### config.mk
export PLATFORM = sky130hd
export DESIGN_NAME = dmem_responder_flat
export DESIGN_NICKNAME = d
export VERILOG_FILES = /design/src/rtl/dmem_responder_if.sv /design/src/rtl/dmem_responder.sv /design/src/flat_wrapper.sv
export SDC_FILE = /design/constraint.sdc
export NUM_CORES = 2
export LEC_CHECK = 0
export ABC_AREA = 1
export BUFFER_PORTS_ARGS = -buffer_cell sky130_fd_sc_hd__buf_2
export CAP_MARGIN = 10
export CORE_MARGIN = 2
export CORE_UTILIZATION = 33
export CTS_CLUSTER_SIZE = 28
export DETAILED_ROUTE_END_ITERATION = 10
export PLACE_DENSITY = 0.46
export REMOVE_ABC_BUFFERS = 1
export SLEW_MARGIN = 20
export SYNTH_ARGS = -nofsm -noshare
export SYNTH_HDL_FRONTEND = slang
export SYNTH_SLANG_ARGS = --single-unit
### constraint.sdc
create_clock -name clk -period 4.3 [get_ports clk]
set_input_delay 0.43 -clock clk [delete_from_list [all_inputs] [get_ports clk]]
set_output_delay 0.43 -clock clk [all_outputs]
set_load 0.1 [all_outputs]
### src/rtl/dmem_responder_if.sv
// dmem_responder_if: the core's M-stage data port.
//   memwriteM  : store strobe (core -> responder)
//   aluoutM    : byte address, bits [1:0] ignored (core -> responder)
//   writedataM : store data (core -> responder)
//   readdataM  : load data, combinational from aluoutM (responder -> core)
// There is no handshake because the responder has zero wait states.
interface dmem_responder_if;
    logic        memwriteM;
    logic [31:0] aluoutM;
    logic [31:0] writedataM;
    logic [31:0] readdataM;

    modport master (
        output memwriteM,
        output aluoutM,
        output writedataM,
        input  readdataM
    );

    modport slave (
        input  memwriteM,
        input  aluoutM,
        input  writedataM,
        output readdataM
    );
endinterface

### src/rtl/dmem_responder.sv
// dmem_responder: data-side memory responder for the pipelined MIPS core.
// It contains a word-addressed data RAM that is not reset and aliases modulo RAM_WORDS.
// It also decodes a 256-byte MMIO window holding these registers:
//   0x00 CYCLE (RO), 0x04 GPIO, 0x08 TCMP, 0x0C TCTRL {PEND(W1C),AUTO,EN}, 0x10 TCNT.
// Ports:
//   clk, reset_n : core clock, asynchronous active-low reset
//   bus          : slave end of the M-stage data port
//   gpio_out     : GPIO register contents
//   timer_irq    : timer pending flag (TCTRL.PEND)
module dmem_responder #(
    parameter int unsigned RAM_WORDS = 64,
    parameter logic [31:0] MMIO_BASE = 32'hFFFF_FF00,
    parameter int unsigned GPIO_W    = 8
) (
    input  logic              clk,
    input  logic              reset_n,
    dmem_responder_if.slave   bus,
    output logic [GPIO_W-1:0] gpio_out,
    output logic              timer_irq
);

    localparam int unsigned AW = $clog2(RAM_WORDS);

    localparam logic [5:0] OFF_CYCLE = 6'h00;
    localparam logic [5:0] OFF_GPIO  = 6'h01;
    localparam logic [5:0] OFF_TCMP  = 6'h02;
    localparam logic [5:0] OFF_TCTRL = 6'h03;
    localparam logic [5:0] OFF_TCNT  = 6'h04;

    logic [31:0]       mem_q [RAM_WORDS];

    logic [31:0]       cycle_q, cycle_d;
    logic [GPIO_W-1:0] gpio_q,  gpio_d;
    logic [31:0]       tcmp_q,  tcmp_d;
    logic [31:0]       tcnt_q,  tcnt_d;
    logic              en_q,    en_d;
    logic              auto_q,  auto_d;
    logic              pend_q,  pend_d;

    logic              is_mmio;
    logic [5:0]        off;
    logic [AW-1:0]     ram_idx;
    logic              wr_mmio;
    logic              ram_we;
    logic              match;
    logic              unused_addr_lsbs;

    assign is_mmio = (bus.aluoutM[31:8] == MMIO_BASE[31:8]);
    assign off     = bus.aluoutM[7:2];
    assign ram_idx = bus.aluoutM[AW+1:2];
    assign wr_mmio = bus.memwriteM && is_mmio;
    // A store presented while reset is asserted is dropped.
    assign ram_we  = bus.memwriteM && !is_mmio && reset_n;
    assign match   = en_q && (tcnt_q == tcmp_q);
    assign unused_addr_lsbs = ^bus.aluoutM[1:0];

    // Read path: zero latency, always pre-edge state.
    always_comb begin
        bus.readdataM = '0;
        if (is_mmio) begin
            case (off)
                OFF_CYCLE: bus.readdataM = cycle_q;
                OFF_GPIO:  bus.readdataM = 32'(gpio_q);
                OFF_TCMP:  bus.readdataM = tcmp_q;
                OFF_TCTRL: bus.readdataM = {29'b0, pend_q, auto_q, en_q};
                OFF_TCNT:  bus.readdataM = tcnt_q;
                default:   bus.readdataM = '0;
            endcase
        end else begin
            bus.readdataM = mem_q[ram_idx];
        end
    end

    // Next-state logic. The timer update is computed first.
    // CPU writes then override the fields they touch.
    // A hardware PEND set is applied last so that it beats a same-cycle W1C.
    always_comb begin
        cycle_d = cycle_q + 32'd1;
        gpio_d  = gpio_q;
        tcmp_d  = tcmp_q;
        tcnt_d  = tcnt_q;
        en_d    = en_q;
        auto_d  = auto_q;
        pend_d  = pend_q;

        if (match) begin
            if (auto_q) begin
                tcnt_d = '0;
            end else begin
                en_d = 1'b0;
            end
        end else if (en_q) begin
            tcnt_d = tcnt_q + 32'd1;
        end

        if (wr_mmio) begin
            case (off)
                OFF_GPIO:  gpio_d = bus.writedataM[GPIO_W-1:0];
                OFF_TCMP:  tcmp_d = bus.writedataM;
                OFF_TCNT:  tcnt_d = bus.writedataM;
                OFF_TCTRL: begin
                    en_d   = bus.writedataM[0];
                    auto_d = bus.writedataM[1];
                    if (bus.writedataM[2]) begin
                        pend_d = 1'b0;
                    end
                end
                default: ;
            endcase
        end

        if (match) begin
            pend_d = 1'b1;
        end
    end

    always_ff @(posedge clk or negedge reset_n) begin
        if (!reset_n) begin
            cycle_q <= '0;
            gpio_q  <= '0;
            tcmp_q  <= '0;
            tcnt_q  <= '0;
            en_q    <= 1'b0;
            auto_q  <= 1'b0;
            pend_q  <= 1'b0;
        end else begin
            cycle_q <= cycle_d;
            gpio_q  <= gpio_d;
            tcmp_q  <= tcmp_d;
            tcnt_q  <= tcnt_d;
            en_q    <= en_d;
            auto_q  <= auto_d;
            pend_q  <= pend_d;
        end
    end

    // The data RAM is deliberately left out of reset.
    always_ff @(posedge clk) begin
        if (ram_we) begin
            mem_q[ram_idx] <= bus.writedataM;
        end
    end

    assign gpio_out  = gpio_q;
    assign timer_irq = pend_q;

endmodule

### src/flat_wrapper.sv
// flat-port wrapper written by rule: the top's interface ports become plain ports
module dmem_responder_flat 
#(
    parameter int unsigned RAM_WORDS = 64,
    parameter logic [31:0] MMIO_BASE = 32'hFFFF_FF00,
    parameter int unsigned GPIO_W    = 8
)
  (clk, reset_n, gpio_out, timer_irq, bus_memwriteM, bus_aluoutM, bus_writedataM, bus_readdataM);
  dmem_responder_if bus_i ();
  input  logic clk;
  input  logic reset_n;
  output logic [GPIO_W-1:0] gpio_out;
  output logic timer_irq;
  input wire logic [$bits(bus_i.memwriteM)-1:0] bus_memwriteM;
  input wire logic [$bits(bus_i.aluoutM)-1:0] bus_aluoutM;
  input wire logic [$bits(bus_i.writedataM)-1:0] bus_writedataM;
  output wire logic [$bits(bus_i.readdataM)-1:0] bus_readdataM;
  assign bus_i.memwriteM = bus_memwriteM;
  assign bus_i.aluoutM = bus_aluoutM;
  assign bus_i.writedataM = bus_writedataM;
  assign bus_readdataM = bus_i.readdataM;
  dmem_responder #(.RAM_WORDS(RAM_WORDS), .MMIO_BASE(MMIO_BASE), .GPIO_W(GPIO_W)) u_core (.clk(clk), .reset_n(reset_n), .bus(bus_i), .gpio_out(gpio_out), .timer_irq(timer_irq));
endmodule
==> results.md <==
- Cell family with most CP delay: buffers and inverters
- WL/cell: around 24 um
- Warnings, synthesis: 0
- Final total negative setup slack: 0 ns
- CP Data Required Time: just under 4 ns
- Portion of synthesized cell area occupied by the leading cell type: 0.668
- Pin count of the biggest net entering global routing: between 100 and 150
- Vias in the first global route: around 60000
- Area of the mapped netlist: 92000 um2
- Power density over the cells: between 400 and 500 nW/um2
- Status: finished, final reports clean
- Area growth from synthesis to layout: 14.9%
- Worst vdd rail ir drop: ~350 uV
- Layout cells sized above 1: 0.0775
- Length of the first detailed-routing pass in iterations: 6
- Final estimated routing congestion in global placement: between 0.8 and 0.9
- CP peak stage delay: ~0.57 ns
- Number of unique standard cell types used by synthesis: 37
- Most numerous cell on the critical path: nand2_1
- Total design power: 45400 uW
- Clock edge transition at the registers on the reported setup and hold paths: 0.06 ns
- Global router's overall resource usage: 0.213
- Worst relative slew slack: 0.246
- Effective utilization at floorplan: 0.332
- M1 GR Usage: 0.297
- Count of flip-flops with a built-in enable after synthesis: 2048
- Transition time at the pin with the least slew margin: ~1.1 ns
- Maximum clock insertion buffer count: 4
- # port buffers: 105
- Placed standard-cell area: about 100000 um2
- Post-CTS setup repair buffer count: 0
- Unrepaired setup endpoints after global routing: false
- Std-Cell Rows: slightly below 200
- Antenna violations before repair: 20
- Sink Count: ~2200
- Cells after Synth: 9024
- HPWL reported at the end of detailed placement: around 180 mm
- DIE AREA: 283000 um2
- Total wirelength of the detailed-routed design: 309 mm
- Number of buffers inserted during clock tree synthesis: approximately 230
- Arrival time worst endpoint: 3.47 ns
- Global-route wire length before repair: between 400 and 500 mm
- Clock insertion delay at the later pin of the skew report: a little over 0.9 ns
- Global route total overflow: 0
- Post-route ant nets: 0
- Number of DRC violations after detailed routing: 0
- Setup CP Type: in -> out
- Placed cell count: 12600
- Via density: 4.87
- Top-level port count: between 100 and 150
- Core ar.: approximately 280000 um2
- Post-placement setup slack: approximately 0.48 ns
- Routed via count: 63400
- Worst-path cell with the longest stage delay: o21ai_1
- Slew Limit Fails: 0
- Setup skew after layout: about 0.056 ns
- Final setup violation count: 0
- Post-synth ARST share: 0.0497
- GRT Max-Usage Layer: met2
- H-Tree Depth: 4
- Number of synthesized register bits: roughly 2200
- Root buf cell: clkbuf_16
- Clock tree from TritonCTS: built
- Ys flop type: edfxtp_1
- F_max: roughly 260 MHz
- Non-filler cells, final: approximately 13000
- Worst setup SP type: input port
- Final std cell area, no fill: 106000 um2
- Worst-case setup margin in the final layout: between 0.3 and 0.4 ns
- Number of buffer and inverter stages on the critical path: 5
- GR Layer Usage met2: 0.342
- Synthesized area per cell: between 10 and 15 um2
- Share of synthesized area occupied by flip-flops and latches: 0.697
- Static power due to leakage: ~0.042 uW
- Synth top area cells: edfxtp_1 67%, nand2_1 20%, dfrtp_1 2.9%, nand3_1 2.3%, buf_2 1.5%
- Minimum clock period after layout: 3.90 ns
- Cell type with the largest total area after synthesis: edfxtp_1
- Final Hold Vio Count: 0
- Max Cap Viol: 0
- Critical Path, Cell by Cell: buf_8, inv_16, buf_12, buf_4, nand2_1, nand2_1, nand2_1, nand3_1, nand3_1, nand2_1, nand2_1, nand2_1, o21ai_1, nand2_1, buf_12
- Met3 usage: 0.0264
- Fin crit share: 0.908
- 1st-iter DRT viols: slightly below 6000
- Total Nets Final: slightly above 9000
- Setup crit end kind: primary output
- Peak fanout along the critical path: between 80 and 90
- Vert. Die Dim: 532 um
- Class of the tightest hold or removal check: in -> reg
- Die outline width: 532 um
per-layer routing:
metal	part of all wire	wire, um	vias to the layer above
met4	0.034	10500	0
li1	-	-	29900
met5	0	0	-
met3	0.057	17500	408
met2	0.46	142000	1928
met1	0.45	139000	31200
path summary, 6_finish.rpt:
| path | from | end | slack [ns] | cells past startpoint |
|---|---|---|---|---|
| setup / recovery | bus_aluoutM[2] | bus_readdataM[6] | 0.40 | 15 |
| hold / removal | bus_writedataM[19] | u_core.mem_q[19][19] | 0.09 | 1 |
| setup reg to reg | u_core.tcnt_q[16] | u_core.tcnt_q[30] | 1.61 | 11 |
| hold reg to reg | u_core.cycle_q[0] | u_core.cycle_q[0] | 0.48 | 1 |
| max in group asynchronous | reset_n | u_core.tcnt_q[7] | 2.68 | 4 |
| min in group asynchronous | reset_n | u_core.cycle_q[8] | 0.32 | 3 |
layout by cell type (no fill, tap or decap), types with 15 or more instances in the layout:
cell type / count
buf_2: 41
nand4_1: 141
xor2_1: 39
o21ai_0: 47
o221ai_1: 15
clkinv_2: 31
o21ai_1: 43
nor2_4: 74
dfrtp_1: 107
a21oi_1: 79
clkinv_1: 67
buf_12: 87
buf_4: 201
nor2_1: 114
edfxtp_1: 2048
nand2_1: 4990
nor3_1: 17
nand3_1: 427
xnor2_1: 21
inv_1: 360
clkbuf_1: 60
clkbuf_16: 237
power by group:
group / switching (uW) / internal, uW
logic: 2660 / 787
registers: 16.1 / 23100
clock network: 8270 / 10700
repair_timing:
item | CTS | global route
hold buffers | 5 | 0
endpoints found under the hold margin | 131 | 0
gates resized for setup | 0 | 0
flip-flops by register name, summed over array words and instances, names as in the netlist:
name              count
u_core.mem_q       2048
u_core.tcmp_q        32
u_core.timer_irq      1
u_core.cycle_q       32
u_core.auto_q         1
u_core.gpio_out       8
u_core.en_q           1
u_core.tcnt_q        32
logic make-up after synthesis:
group,synth area share
compound gates,0.0120
xor+xnor,0.00571
fa+ha+maj,0.000272
buf+inv,0.0378
flops,0.697
simple gates,0.247
synthesized netlist by cell type, drive strengths merged, types with 21 or more instances:
cell type / count
buf: 352
nor2: 196
xor2: 39
o21ai: 90
xnor2: 21
dfrtp: 107
nand4: 142
nand3: 429
a21oi: 80
nand2: 4992
inv: 368
edfxtp: 2048
clkbuf: 103
area by class of cell:
cell class	instances	area, um2
well taps	3705	4640
multi-input cells	6045	24900
clock buffers	299	6180
diodes	10	25.0
inverters	369	1420
flip-flops and latches	2155	64200
clock inverters	116	821
repair buffers	338	3560
fillers	27200	171000
stage by stage:
stage	utilization	hold WS (ns)
floorplan	-	0.134
global placement	0.356	0.476
detailed placement	0.356	0.473
CTS	0.382	0.0459
global route	0.382	0.0689
finish	0.382	0.0879
No activity file was read; power rests on OpenSTA's default activity.
